===== config.mk =====
export PLATFORM = sky130hd
export DESIGN_NAME = muldiv_ctrl_flat
export DESIGN_NICKNAME = d
export VERILOG_FILES = /design/src/rtl/muldiv_pkg.sv /design/src/rtl/muldiv_if.sv /design/src/rtl/muldiv_core.sv /design/src/rtl/muldiv_ctrl.sv /design/src/flat_wrapper.sv
export SDC_FILE = /design/constraint.sdc
export NUM_CORES = 1
export LEC_CHECK = 0
export ABC_AREA = 0
export BUFFER_PORTS_ARGS = -buffer_cell sky130_fd_sc_hd__buf_2
export CAP_MARGIN = 10
export CELL_PAD_IN_SITES_DETAIL_PLACEMENT = 1
export CELL_PAD_IN_SITES_GLOBAL_PLACEMENT = 1
export CORE_ASPECT_RATIO = 0.5
export CORE_MARGIN = 3
export CORE_UTILIZATION = 28
export CTS_CLUSTER_DIAMETER = 120
export DETAILED_ROUTE_END_ITERATION = 8
export GPL_TIMING_DRIVEN = 1
export PLACE_DENSITY = 0.58
export SYNTH_ARGS = -nofsm -noshare
export SYNTH_HDL_FRONTEND = slang
export SYNTH_HIERARCHICAL = 1
export SYNTH_SLANG_ARGS = --single-unit

===== constraint.sdc =====
create_clock -name clk -period 6 [get_ports clk]
set_clock_uncertainty 0.1 [all_clocks]
set_input_delay 1.2 -clock clk [delete_from_list [all_inputs] [get_ports clk]]
set_output_delay 1.2 -clock clk [all_outputs]
set_load 0.02 [all_outputs]

===== src/rtl/muldiv_pkg.sv =====
// Shared encodings for the HI/LO multiply/divide sequencer: op codes, FSM states,
// datapath mode and iteration count.
package muldiv_pkg;

  localparam int ITER_CNT = 32;
  localparam int CNT_W    = $clog2(ITER_CNT);

  localparam logic [2:0] OP_MULT  = 3'd0;
  localparam logic [2:0] OP_MULTU = 3'd1;
  localparam logic [2:0] OP_DIV   = 3'd2;
  localparam logic [2:0] OP_DIVU  = 3'd3;
  localparam logic [2:0] OP_MTHI  = 3'd4;
  localparam logic [2:0] OP_MTLO  = 3'd5;

  localparam logic [2:0] ST_IDLE = 3'd0;
  localparam logic [2:0] ST_MUL  = 3'd1;
  localparam logic [2:0] ST_DIV  = 3'd2;
  localparam logic [2:0] ST_FIX  = 3'd3;
  localparam logic [2:0] ST_WB   = 3'd4;

  typedef enum logic [0:0] {
    MODE_MUL = 1'b0,
    MODE_DIV = 1'b1
  } mode_e;

  function automatic logic op_legal(input logic [2:0] op);
    return (op <= OP_MTLO);
  endfunction

  function automatic logic op_signed(input logic [2:0] op);
    return (op == OP_MULT) || (op == OP_DIV);
  endfunction

endpackage


===== src/rtl/muldiv_if.sv =====
// Decode-side issue port and HI/LO write-back port of the mul/div sequencer.
interface muldiv_if #(
  parameter int WIDTH = 32
);
  logic             start;
  logic [2:0]       op;
  logic [WIDTH-1:0] rs_val;
  logic [WIDTH-1:0] rt_val;
  logic             busy;
  logic             done;
  logic             div_zero;
  logic [WIDTH-1:0] hi_data;
  logic [WIDTH-1:0] lo_data;
  logic             hi_we;
  logic             lo_we;

  modport master (
    output start, op, rs_val, rt_val,
    input  busy, done, div_zero, hi_data, lo_data, hi_we, lo_we
  );

  modport slave (
    input  start, op, rs_val, rt_val,
    output busy, done, div_zero, hi_data, lo_data, hi_we, lo_we
  );
endinterface


===== src/rtl/muldiv_core.sv =====
// Shared 64-bit accumulator datapath: operand sign stripping, one shift-add or
// restoring-subtract step per step_i, and final sign correction on fix_i.
module muldiv_core
  import muldiv_pkg::*;
#(
  parameter int WIDTH = 32
) (
  input  logic             clk,
  input  logic             rst,
  input  logic             load_i,
  input  mode_e            mode_i,
  input  logic             signed_i,
  input  logic [WIDTH-1:0] a_i,
  input  logic [WIDTH-1:0] b_i,
  input  logic             step_i,
  input  logic             fix_i,
  output logic [WIDTH-1:0] hi_fix_o,
  output logic [WIDTH-1:0] lo_fix_o
);

  logic [2*WIDTH-1:0] acc_q, acc_d;
  logic [WIDTH-1:0]   b_q, b_d;
  logic               neg_res_q, neg_res_d;
  logic               neg_rem_q, neg_rem_d;
  mode_e              mode_q, mode_d;

  logic [WIDTH-1:0]   a_mag_s, b_mag_s;
  logic [WIDTH:0]     mul_sum_s;
  logic [WIDTH-1:0]   div_diff_s;
  logic               div_ge_s;
  logic [2*WIDTH-1:0] prod_s;

  // Operand magnitudes and per-step arithmetic.
  always_comb begin
    a_mag_s    = (signed_i && a_i[WIDTH-1]) ? -a_i : a_i;
    b_mag_s    = (signed_i && b_i[WIDTH-1]) ? -b_i : b_i;
    // Multiplier sits in the low half and is consumed LSB first.
    mul_sum_s  = {1'b0, acc_q[2*WIDTH-1:WIDTH]} +
                 (acc_q[0] ? {1'b0, b_q} : {(WIDTH+1){1'b0}});
    // Partial remainder shifted left by one is acc_q[2W-1:W-1]; it stays below 2*divisor.
    div_ge_s   = (acc_q[2*WIDTH-1:WIDTH-1] >= {1'b0, b_q});
    div_diff_s = acc_q[2*WIDTH-2:WIDTH-1] - b_q;
    prod_s     = neg_res_q ? -acc_q : acc_q;
  end

  // Sign-corrected result, consumed both by the fix step and the write-back registers.
  always_comb begin
    if (mode_q == MODE_MUL) begin
      hi_fix_o = prod_s[2*WIDTH-1:WIDTH];
      lo_fix_o = prod_s[WIDTH-1:0];
    end else begin
      hi_fix_o = neg_rem_q ? -acc_q[2*WIDTH-1:WIDTH] : acc_q[2*WIDTH-1:WIDTH];
      lo_fix_o = neg_res_q ? -acc_q[WIDTH-1:0] : acc_q[WIDTH-1:0];
    end
  end

  // Accumulator next-state selection: load, iterate, sign-fix or hold.
  always_comb begin
    acc_d     = acc_q;
    b_d       = b_q;
    neg_res_d = neg_res_q;
    neg_rem_d = neg_rem_q;
    mode_d    = mode_q;
    if (load_i) begin
      acc_d     = {{WIDTH{1'b0}}, a_mag_s};
      b_d       = b_mag_s;
      neg_res_d = signed_i && (a_i[WIDTH-1] ^ b_i[WIDTH-1]);
      neg_rem_d = signed_i && a_i[WIDTH-1];
      mode_d    = mode_i;
    end else if (step_i) begin
      if (mode_q == MODE_MUL) begin
        acc_d = {mul_sum_s, acc_q[WIDTH-1:1]};
      end else if (div_ge_s) begin
        acc_d = {div_diff_s, acc_q[WIDTH-2:0], 1'b1};
      end else begin
        acc_d = {acc_q[2*WIDTH-2:0], 1'b0};
      end
    end else if (fix_i) begin
      acc_d = {hi_fix_o, lo_fix_o};
    end else begin
      acc_d = acc_q;
    end
  end

  // Datapath state registers.
  always_ff @(posedge clk or posedge rst) begin
    if (rst) begin
      acc_q     <= {(2*WIDTH){1'b0}};
      b_q       <= {WIDTH{1'b0}};
      neg_res_q <= 1'b0;
      neg_rem_q <= 1'b0;
      mode_q    <= MODE_MUL;
    end else begin
      acc_q     <= acc_d;
      b_q       <= b_d;
      neg_res_q <= neg_res_d;
      neg_rem_q <= neg_rem_d;
      mode_q    <= mode_d;
    end
  end

endmodule


===== src/rtl/muldiv_ctrl.sv =====
// HI/LO multiply/divide sequencer: accepts ops from decode, iterates the shared
// datapath and produces a single registered HI/LO write-back cycle.
module muldiv_ctrl
  import muldiv_pkg::*;
#(
  parameter int WIDTH = 32
) (
  input  logic     clk,
  input  logic     rst,
  input  logic     ena,
  muldiv_if.slave  bus
);

  logic [2:0]       state_q, state_d;
  logic [CNT_W-1:0] cnt_q, cnt_d;
  logic             busy_q, busy_d;
  logic             done_q, done_d;
  logic             dz_q, dz_d;
  logic             hi_we_q, hi_we_d;
  logic             lo_we_q, lo_we_d;
  logic [WIDTH-1:0] hi_data_q, hi_data_d;
  logic [WIDTH-1:0] lo_data_q, lo_data_d;

  logic             accept_s;
  logic             load_s, step_s, fix_s;
  mode_e            mode_s;
  logic [WIDTH-1:0] hi_fix_s, lo_fix_s;

  muldiv_core #(.WIDTH(WIDTH)) u_core (
    .clk      (clk),
    .rst      (rst),
    .load_i   (load_s),
    .mode_i   (mode_s),
    .signed_i (op_signed(bus.op)),
    .a_i      (bus.rs_val),
    .b_i      (bus.rt_val),
    .step_i   (step_s),
    .fix_i    (fix_s),
    .hi_fix_o (hi_fix_s),
    .lo_fix_o (lo_fix_s)
  );

  // WB doubles as an accept slot so back-to-back issue needs no idle bubble.
  assign accept_s = ena && bus.start && op_legal(bus.op) &&
                    ((state_q == ST_IDLE) || (state_q == ST_WB));

  // Sequencer next-state; with ena low everything holds, including pending strobes.
  always_comb begin
    state_d   = state_q;
    cnt_d     = cnt_q;
    done_d    = done_q;
    dz_d      = dz_q;
    hi_we_d   = hi_we_q;
    lo_we_d   = lo_we_q;
    hi_data_d = hi_data_q;
    lo_data_d = lo_data_q;
    load_s    = 1'b0;
    step_s    = 1'b0;
    fix_s     = 1'b0;
    mode_s    = MODE_MUL;
    if (ena) begin
      done_d  = 1'b0;
      dz_d    = 1'b0;
      hi_we_d = 1'b0;
      lo_we_d = 1'b0;
      case (state_q)
        ST_IDLE, ST_WB: begin
          if (accept_s) begin
            case (bus.op)
              OP_MULT, OP_MULTU: begin
                load_s  = 1'b1;
                mode_s  = MODE_MUL;
                cnt_d   = {CNT_W{1'b0}};
                state_d = ST_MUL;
              end
              OP_DIV, OP_DIVU: begin
                if (bus.rt_val == {WIDTH{1'b0}}) begin
                  hi_data_d = bus.rs_val;
                  lo_data_d = {WIDTH{1'b1}};
                  hi_we_d   = 1'b1;
                  lo_we_d   = 1'b1;
                  done_d    = 1'b1;
                  dz_d      = 1'b1;
                  state_d   = ST_WB;
                end else begin
                  load_s  = 1'b1;
                  mode_s  = MODE_DIV;
                  cnt_d   = {CNT_W{1'b0}};
                  state_d = ST_DIV;
                end
              end
              OP_MTHI: begin
                hi_data_d = bus.rs_val;
                hi_we_d   = 1'b1;
                done_d    = 1'b1;
                state_d   = ST_WB;
              end
              OP_MTLO: begin
                lo_data_d = bus.rs_val;
                lo_we_d   = 1'b1;
                done_d    = 1'b1;
                state_d   = ST_WB;
              end
              default: state_d = ST_IDLE;
            endcase
          end else begin
            state_d = ST_IDLE;
          end
        end
        ST_MUL, ST_DIV: begin
          step_s = 1'b1;
          if (cnt_q == CNT_W'(ITER_CNT - 1)) begin
            cnt_d   = {CNT_W{1'b0}};
            state_d = ST_FIX;
          end else begin
            cnt_d = cnt_q + {{(CNT_W-1){1'b0}}, 1'b1};
          end
        end
        ST_FIX: begin
          fix_s     = 1'b1;
          hi_data_d = hi_fix_s;
          lo_data_d = lo_fix_s;
          hi_we_d   = 1'b1;
          lo_we_d   = 1'b1;
          done_d    = 1'b1;
          state_d   = ST_WB;
        end
        default: state_d = ST_IDLE;
      endcase
    end else begin
      state_d = state_q;
    end
  end

  assign busy_d = (state_d != ST_IDLE);

  // Control and write-back registers.
  always_ff @(posedge clk or posedge rst) begin
    if (rst) begin
      state_q   <= ST_IDLE;
      cnt_q     <= {CNT_W{1'b0}};
      busy_q    <= 1'b0;
      done_q    <= 1'b0;
      dz_q      <= 1'b0;
      hi_we_q   <= 1'b0;
      lo_we_q   <= 1'b0;
      hi_data_q <= {WIDTH{1'b0}};
      lo_data_q <= {WIDTH{1'b0}};
    end else begin
      state_q   <= state_d;
      cnt_q     <= cnt_d;
      busy_q    <= busy_d;
      done_q    <= done_d;
      dz_q      <= dz_d;
      hi_we_q   <= hi_we_d;
      lo_we_q   <= lo_we_d;
      hi_data_q <= hi_data_d;
      lo_data_q <= lo_data_d;
    end
  end

  // A stalled WB cycle must not write; the strobe reappears once ena returns.
  assign bus.busy     = busy_q;
  assign bus.done     = done_q  & ena;
  assign bus.div_zero = dz_q    & ena;
  assign bus.hi_we    = hi_we_q & ena;
  assign bus.lo_we    = lo_we_q & ena;
  assign bus.hi_data  = hi_data_q;
  assign bus.lo_data  = lo_data_q;

endmodule

===== src/flat_wrapper.sv =====
// flat-port wrapper written by rule: the top's interface ports become plain ports
module muldiv_ctrl_flat import muldiv_pkg::*;
#(
  parameter int WIDTH = 32
)
  (clk, rst, ena, bus_start, bus_op, bus_rs_val, bus_rt_val, bus_busy, bus_done, bus_div_zero, bus_hi_data, bus_lo_data, bus_hi_we, bus_lo_we);
  muldiv_if #(.WIDTH(WIDTH)) bus_i ();
  input  logic clk;
  input  logic rst;
  input  logic ena;
  input wire logic [$bits(bus_i.start)-1:0] bus_start;
  input wire logic [$bits(bus_i.op)-1:0] bus_op;
  input wire logic [$bits(bus_i.rs_val)-1:0] bus_rs_val;
  input wire logic [$bits(bus_i.rt_val)-1:0] bus_rt_val;
  output wire logic [$bits(bus_i.busy)-1:0] bus_busy;
  output wire logic [$bits(bus_i.done)-1:0] bus_done;
  output wire logic [$bits(bus_i.div_zero)-1:0] bus_div_zero;
  output wire logic [$bits(bus_i.hi_data)-1:0] bus_hi_data;
  output wire logic [$bits(bus_i.lo_data)-1:0] bus_lo_data;
  output wire logic [$bits(bus_i.hi_we)-1:0] bus_hi_we;
  output wire logic [$bits(bus_i.lo_we)-1:0] bus_lo_we;
  assign bus_i.start = bus_start;
  assign bus_i.op = bus_op;
  assign bus_i.rs_val = bus_rs_val;
  assign bus_i.rt_val = bus_rt_val;
  assign bus_busy = bus_i.busy;
  assign bus_done = bus_i.done;
  assign bus_div_zero = bus_i.div_zero;
  assign bus_hi_data = bus_i.hi_data;
  assign bus_lo_data = bus_i.lo_data;
  assign bus_hi_we = bus_i.hi_we;
  assign bus_lo_we = bus_i.lo_we;
  muldiv_ctrl #(.WIDTH(WIDTH)) u_core (.clk(clk), .rst(rst), .ena(ena), .bus(bus_i));
endmodule

==> flow_metrics.env, run 1 <==
export IMPL_htree_levels=4
export IMPL_cts_buffer_depth=2
export IMPL_overflow=0
export IMPL_wl_mm=64.1
export IMPL_rsz0062_at_grt="no"
export IMPL_powerDensity_mw_per_mm2=555
export IMPL_grt_max_degree=77
export IMPL_regToRegEndpoint="u_core/bus.hi_data[22]$_DFFE_PP0P_"
export IMPL_drv_cap=0
export IMPL_ant_nets=0
export IMPL_drc=0
export IMPL_finalPower_mw=10.1
export IMPL_port_buffer_count=139
export IMPL_grt_usage=0.208
export IMPL_cts_setup_buffers=0
export IMPL_worst_slew_pin_slew_ps=1170
export IMPL_setup_violations_final=0
export IMPL_root_buffer="clkbuf_16"
export IMPL_grt_first_pass_wirelength_mm=98.1
export IMPL_ctsHoldBuffers=0
export IMPL_reg2reg_slack_ps=1500
export IMPL_fin_crit_sh=0.783
export IMPL_layout_nets=2249
export IMPL_outcome="complete, no violations"
export IMPL_grt_pass1_vias=15600
export IMPL_io_pins=140
export IMPL_hold_depth=1
export IMPL_drtIter0Drc=1180
export IMPL_numClockSinks=176
export IMPL_synth_area_leaders="dfrtp_1, xnor2_1, nand2_1"
export IMPL_max_slew_margin=0.218
export IMPL_drive_above_1_share=0.139
export IMPL_crit_path_start_kind="input port"
export IMPL_fmax_ghz=0.213
export IMPL_synthMuxAreaShare=0.0833
export IMPL_synth_top_family_by_area="compound AO/OA/AOI/OAI gates"
export IMPL_worstSetupPathType="in2reg"
export IMPL_viasPerCell=5.35
export IMPL_r2r_start="u_core/u_core/acc_q[0]$_DFFE_PP0P_"
export IMPL_synthSimpleGateAreaFrac=0.202
export IMPL_die_h_um=176
export IMPL_hold_violations=0
export IMPL_ys_seq_area_frac=0.272
export IMPL_clk_pin_slew_ps=80
export IMPL_async_reset_ff_frac=1.00
export IMPL_dieArea_mm2=0.0609
export IMPL_synth_xor_area_frac=0.109
export IMPL_syn_area_per_cell_um2=7.96
export IMPL_cts_tree="done"
export IMPL_setup_tns_ps=0
export IMPL_wl_per_cell_um=22.3
export IMPL_min_delay_start="u_core/bus.hi_data[5]$_DFFE_PP0P_"
export IMPL_cts_repair_resized=0
export IMPL_core_mm2=0.0563
export IMPL_vias=15400
export IMPL_cp_arrival_ps=4960
export IMPL_die_w_um=346
export IMPL_ir_drop_uv=246
export IMPL_reg2regPathDepth=13
export IMPL_numCtsBuffers=17
export IMPL_yosys_area_top_type="dfrtp_1"
export IMPL_synth_cells=2035
export IMPL_critPathCaptureType="flop"
export IMPL_required_ps=6260
export IMPL_maxSlewViolCount=0
export IMPL_ys_warn_count=6
export IMPL_antenna_found_initial=3
export IMPL_crit_fanout=12
export IMPL_dr_pass1_iters=5
export IMPL_start_util=0.288
export IMPL_yosys_area_share_adder=0.0596
export IMPL_synth_seq_cells=176
export IMPL_p_leak_nw=8.26
export IMPL_period_needed_ps=4700
export IMPL_synth_top_cell_area_share=0.272
export IMPL_synth_flop_cell="dfrtp_1"
export IMPL_utilization=0.322
export IMPL_synth_edf_count=0
export IMPL_hold_end="u_core/bus.hi_data[5]$_DFFE_PP0P_"
export IMPL_synth_fp_nets=2182
export IMPL_hold_worst_slack_ps=409
export IMPL_dp_hpwl_mm=49.1
export IMPL_syn_cell_area_mm2=0.0162
export IMPL_hold_class="reg2reg"
export IMPL_num_rows=61
export IMPL_globalplace_congestion=0.879
export IMPL_clock_latency_ps=470
export IMPL_synth_cell_types=91
export IMPL_syn_to_final_growth_pct=12.0
export IMPL_synth_compound_area_frac=0.214
[registers in the layout, summed over array words and instances (netlist names)]
register / count
u_core/dz_q: 1
u_core/hi_we_q: 1
u_core/u_core/neg_res_q: 1
u_core/cnt_q: 5
u_core/u_core/acc_q: 64
u_core/bus.lo_data: 32
u_core/lo_we_q: 1
u_core/done_q: 1
u_core/u_core/neg_rem_q: 1
u_core/state_q: 3
u_core/u_core/b_q: 32
u_core/bus.hi_data: 32
u_core/u_core/mode_q: 1
u_core/bus.busy: 1
[power by group]
group / total [mW] / switching (mW) / internal, mW / leakage (nW)
registers: 2.44 / 0.757 / 1.68 / 2.03
logic: 6.47 / 4.01 / 2.46 / 5.94
clock network: 1.16 / 0.610 / 0.554 / 0.282
total: 10.1 / 5.38 / 4.69 / 8.26
[kinds of logic after synthesis]
logic type                 after synthesis
and+or+nand+nor                        696
AOI/OAI and AO/OA                      538
buffers and inverters                  230
xor gates and xnor gates               202
DFF                                    176
muxes                                  117
adders and majority gates               76
[critical path: stages]
cell	delay (ps)
buf_2	120
nor4_1	460
nand4_1	640
o211ai_1	590
nand2_4	110
inv_1	390
nand2_1	480
nor2_1	550
and3_1	240
a211oi_1	50
o31ai_1	90
[per-stage QoR]
step                      cells  area (um2)  setup slack (ps)
after floorplan            2035       16200              2110
after global placement     2839       17600              1030
after detailed placement   2839       17600               925
after CTS                  2871       18100              1400
after global routing       2873       18100              1220
final                      2874       18100              1300
[worst max-delay path by stage]
stage / start / to / slack (ps) / cells after the start
3_5_place_dp: bus_rt_val[10] / u_core/u_core/acc_q[52]$_DFFE_PP0P_ / 930 / 11
5_1_grt: bus_rt_val[10] / u_core/u_core/acc_q[52]$_DFFE_PP0P_ / 1220 / 11
2_1_floorplan: rst / u_core/u_core/acc_q[0]$_DFFE_PP0P_ / 2110 / 1
6_report: bus_rt_val[10] / u_core/u_core/acc_q[52]$_DFFE_PP0P_ / 1300 / 11
4_1_cts: bus_rt_val[10] / u_core/u_core/acc_q[52]$_DFFE_PP0P_ / 1400 / 11
3_3_place_gp: bus_rt_val[10] / u_core/u_core/acc_q[52]$_DFFE_PP0P_ / 1030 / 11
[layout make-up]
type                    count  area [um2]
multi-input cells        1629       10900
inverters                 107         405
flip-flops and latches    176        4410
clock buffers              17         425
fillers                  6823       38200
well taps                 756         946
clock inverters            15         150
repair buffers            171         936
diodes                      3        7.51
[synth_stat cells, drive strengths merged (15+ instances only)]
cell and number:
a211oi 23, a21o 28, a21oi 157, a31oi 18, and3 18, buf 35, clkbuf 88, dfrtp 176
ha 74, inv 106, mux2 52, mux2i 65, nand2 252, nand2b 20, nand3 30, nand4 15
nor2 207, nor3 36, nor4 31, o211ai 17, o21ai 112, o22ai 44, o31ai 25, or3 17
xnor2 111, xor2 91
[cell usage in the layout (no fill, tap or decap), types with 11 or more instances in the layout]
| cell type | count |
|---|---|
| a21o_1 | 28 |
| buf_2 | 139 |
| nor4_1 | 28 |
| or3_1 | 17 |
| o31ai_1 | 24 |
| nor3_1 | 33 |
| dfrtp_1 | 175 |
| o22ai_1 | 44 |
| xnor2_1 | 111 |
| nand2_1 | 251 |
| buf_4 | 32 |
| a21oi_1 | 157 |
| nand2b_1 | 20 |
| o21ai_0 | 105 |
| xor2_1 | 91 |
| clkbuf_16 | 17 |
| nand4_1 | 15 |
| ha_1 | 74 |
| mux2_2 | 20 |
| mux2i_1 | 65 |
| nand3_1 | 28 |
| and2_1 | 14 |
| o211ai_1 | 17 |
| and3_1 | 18 |
| a211oi_1 | 23 |
| mux2_4 | 30 |
| or2_2 | 11 |
| a31oi_1 | 18 |
| o21a_1 | 14 |
| inv_1 | 104 |
| nor2_1 | 206 |
[layer usage]
metal  vias up  routed length (um)  GRT usage
met2       310               28400      0.324
met5         -                   0          0
met3        35                2570     0.0296
met1      7667               32600      0.306
li1       7360                   -          -
met4         0                 579     0.0381
Note: power is estimated with default switching activity, not from simulation.
==> run 2: changes to the inputs <==
- PLACE_DENSITY: 0.58 -> 0.6
- clock period: 6 -> 4.2 ns (I/O delays scaled with it)
==> run 2 against run 1 <==
- die area did not move
- setup slack got worse by 980 ps
- sequential power up 36%
- cell area up 2.0%
- worst hold slack got worse by 120 ps
- critical path type is now reg2reg
- largest cell class unchanged
==> flow_metrics.env, run 2 (synthesized netlist as in run 1, its figures left out) <==
export IMPL_reg2regPathDepth=13
export IMPL_clock_latency_ps=460
export IMPL_wl_met3_mm=2.78
export IMPL_cts_buffer_depth=2
export IMPL_hold_class="in2async"
export IMPL_regMostFlops="u_core/u_core/acc_q"
export IMPL_ctsHoldBuffers=0
export IMPL_worstSetupPathType="reg2reg"
export IMPL_numCtsBuffers=17
export IMPL_place_area_mm2=0.0179
export IMPL_viasPerCell=5.35
export IMPL_dieArea_mm2=0.0609
export IMPL_fin_crit_sh=0.922
export IMPL_final_common_cell="nand2_1"
export IMPL_r2r_start="u_core/u_core/acc_q[0]$_DFFE_PP0P_"
export IMPL_ant_nets=0
export IMPL_root_buffer="clkbuf_16"
export IMPL_syn_to_final_growth_pct=14.3
export IMPL_dr_pass1_iters=5
export IMPL_setup_violations_final=0
export IMPL_layout_nets=2294
export IMPL_power_net_switching_mw=7.54
export IMPL_die_h_um=176
export IMPL_final_cell_mix="nand2_1, nor2_1, dfrtp_1, a21oi_1, buf_2"
export IMPL_fmax_ghz=0.258
export IMPL_drv_cap=0
export IMPL_vias=15600
export IMPL_ir_drop_uv=298
export IMPL_overflow=0
export IMPL_hold_violations=0
export IMPL_core_mm2=0.0563
export IMPL_rsz0062_at_grt="no"
export IMPL_cts_setup_buffers=0
export IMPL_required_ps=4440
export IMPL_p_leak_nw=8.48
export IMPL_numClockSinks=176
export IMPL_routed_wl_met2_mm=28.4
export IMPL_crit_path_start_kind="flop"
export IMPL_drc=0
export IMPL_largest_reg_flops=64
export IMPL_wl_per_cell_um=21.8
export IMPL_worst_slew_pin_slew_ps=965
export IMPL_drtIter0Drc=1074
export IMPL_max_slew_margin=0.355
export IMPL_cts_tree="done"
export IMPL_htree_levels=4
export IMPL_cts_repair_resized=0
export IMPL_crit_fanout=32
export IMPL_dp_hpwl_mm=48.7
export IMPL_globalplace_congestion=0.919
export IMPL_grt_usage=0.205
export IMPL_die_w_um=346
export IMPL_io_pins=140
export IMPL_start_util=0.288
export IMPL_grt_pass1_vias=15900
export IMPL_highest_layer="met5"
export IMPL_regToRegEndpoint="u_core/u_core/acc_q[58]$_DFFE_PP0P_"
export IMPL_num_rows=61
export IMPL_critPathCaptureType="flop"
export IMPL_p_comb_frac=0.657
export IMPL_clk_pin_slew_ps=80
export IMPL_p_sw_frac=0.522
export IMPL_grt_max_degree=77
export IMPL_m1WireLength_mm=31.4
export IMPL_drive_above_1_share=0.157
export IMPL_seq_power_share=0.230
export IMPL_port_buffer_count=139
export IMPL_powerDensity_mw_per_mm2=780
export IMPL_period_needed_ps=3870
export IMPL_antenna_found_initial=6
export IMPL_cp_arrival_ps=4110
export IMPL_clock_power_share=0.113
export IMPL_p_int_mw=6.90
export IMPL_setup_tns_ps=0
export IMPL_grt_first_pass_wirelength_mm=97.5
export IMPL_wl_mm=63.4
export IMPL_reg2reg_slack_ps=330
export IMPL_design_area_mm2=0.0185
export IMPL_outcome="complete, no violations"
export IMPL_maxSlewViolCount=0
[run 2: cell types whose count changed in the layout (fill, tap and decap cells not counted), moves of 2 or more]
| cell | change |
|---|---|
| buf_4 | +42 |
| inv_8 | +2 |
| inv_6 | -4 |
| diode_2 | -2 |
| buf_12 | +3 |
| clkinv_4 | +3 |
[run 2: worst max-delay path, stage by stage, from the launching register on]
cell and delay (ps):
dfrtp_1 500, inv_1 150, buf_12 200, nor2_1 90, ha_1 350, o211ai_1 110, o21ai_0 340, a211o_1 240
a211oi_1 160, o31a_1 380, o31ai_1 470, xor2_1 260, nor3_1 70, nor4b_1 320
[run 2: power by group through the flow]
stage	combinational [mW]	clock, mW	sequential (mW)
global placement	9.25	0	3.33
floorplan	6.40	0	3.26
global route	10.4	1.74	3.43
CTS	9.41	1.67	3.31
detailed placement	9.35	0	3.34
finish	9.48	1.63	3.33
[run 2: metrics by stage]
stage                     hold WS [ps]  cells  setup WS, ps  utilization  power, mW
after floorplan                    361   2035           670            -       9.67
after global placement             378   2884           498        0.318       12.6
after detailed placement           391   2884           370        0.318       12.7
after CTS                          288   2916           329        0.329       14.4
after global routing               287   2917          36.0        0.329       15.5
final                              285   2917           329        0.329       14.4
[run 2: worst max path at each step]
stage | cells after the start | slack, ps | startpoint | endpoint
after floorplan | 1 | 670 | rst | u_core/u_core/acc_q[0]$_DFFE_PP0P_
after global placement | 13 | 500 | u_core/u_core/acc_q[0]$_DFFE_PP0P_ | u_core/u_core/acc_q[62]$_DFFE_PP0P_
after detailed placement | 13 | 370 | u_core/u_core/acc_q[0]$_DFFE_PP0P_ | u_core/u_core/acc_q[58]$_DFFE_PP0P_
after CTS | 13 | 330 | u_core/u_core/acc_q[0]$_DFFE_PP0P_ | u_core/u_core/acc_q[58]$_DFFE_PP0P_
after global routing | 13 | 40 | u_core/u_core/acc_q[0]$_DFFE_PP0P_ | u_core/u_core/acc_q[58]$_DFFE_PP0P_
final | 13 | 330 | u_core/u_core/acc_q[0]$_DFFE_PP0P_ | u_core/u_core/acc_q[58]$_DFFE_PP0P_
[run 2: cell type report]
class	count	area, um2
inverter	107	405
clock inverter	15	150
sequential	176	4410
tap	756	946
clock buffer	17	425
timing repair buffer	216	1310
fill	6867	37800
antenna	1	2.50
multi-input combinational	1629	10900
[run 2: per-layer routing]
layer,up-vias,GRT usage
li1,7459,-
met1,7744,0.293
met2,325,0.330
met3,63,0.0329
met4,8,0.0392
met5,-,0
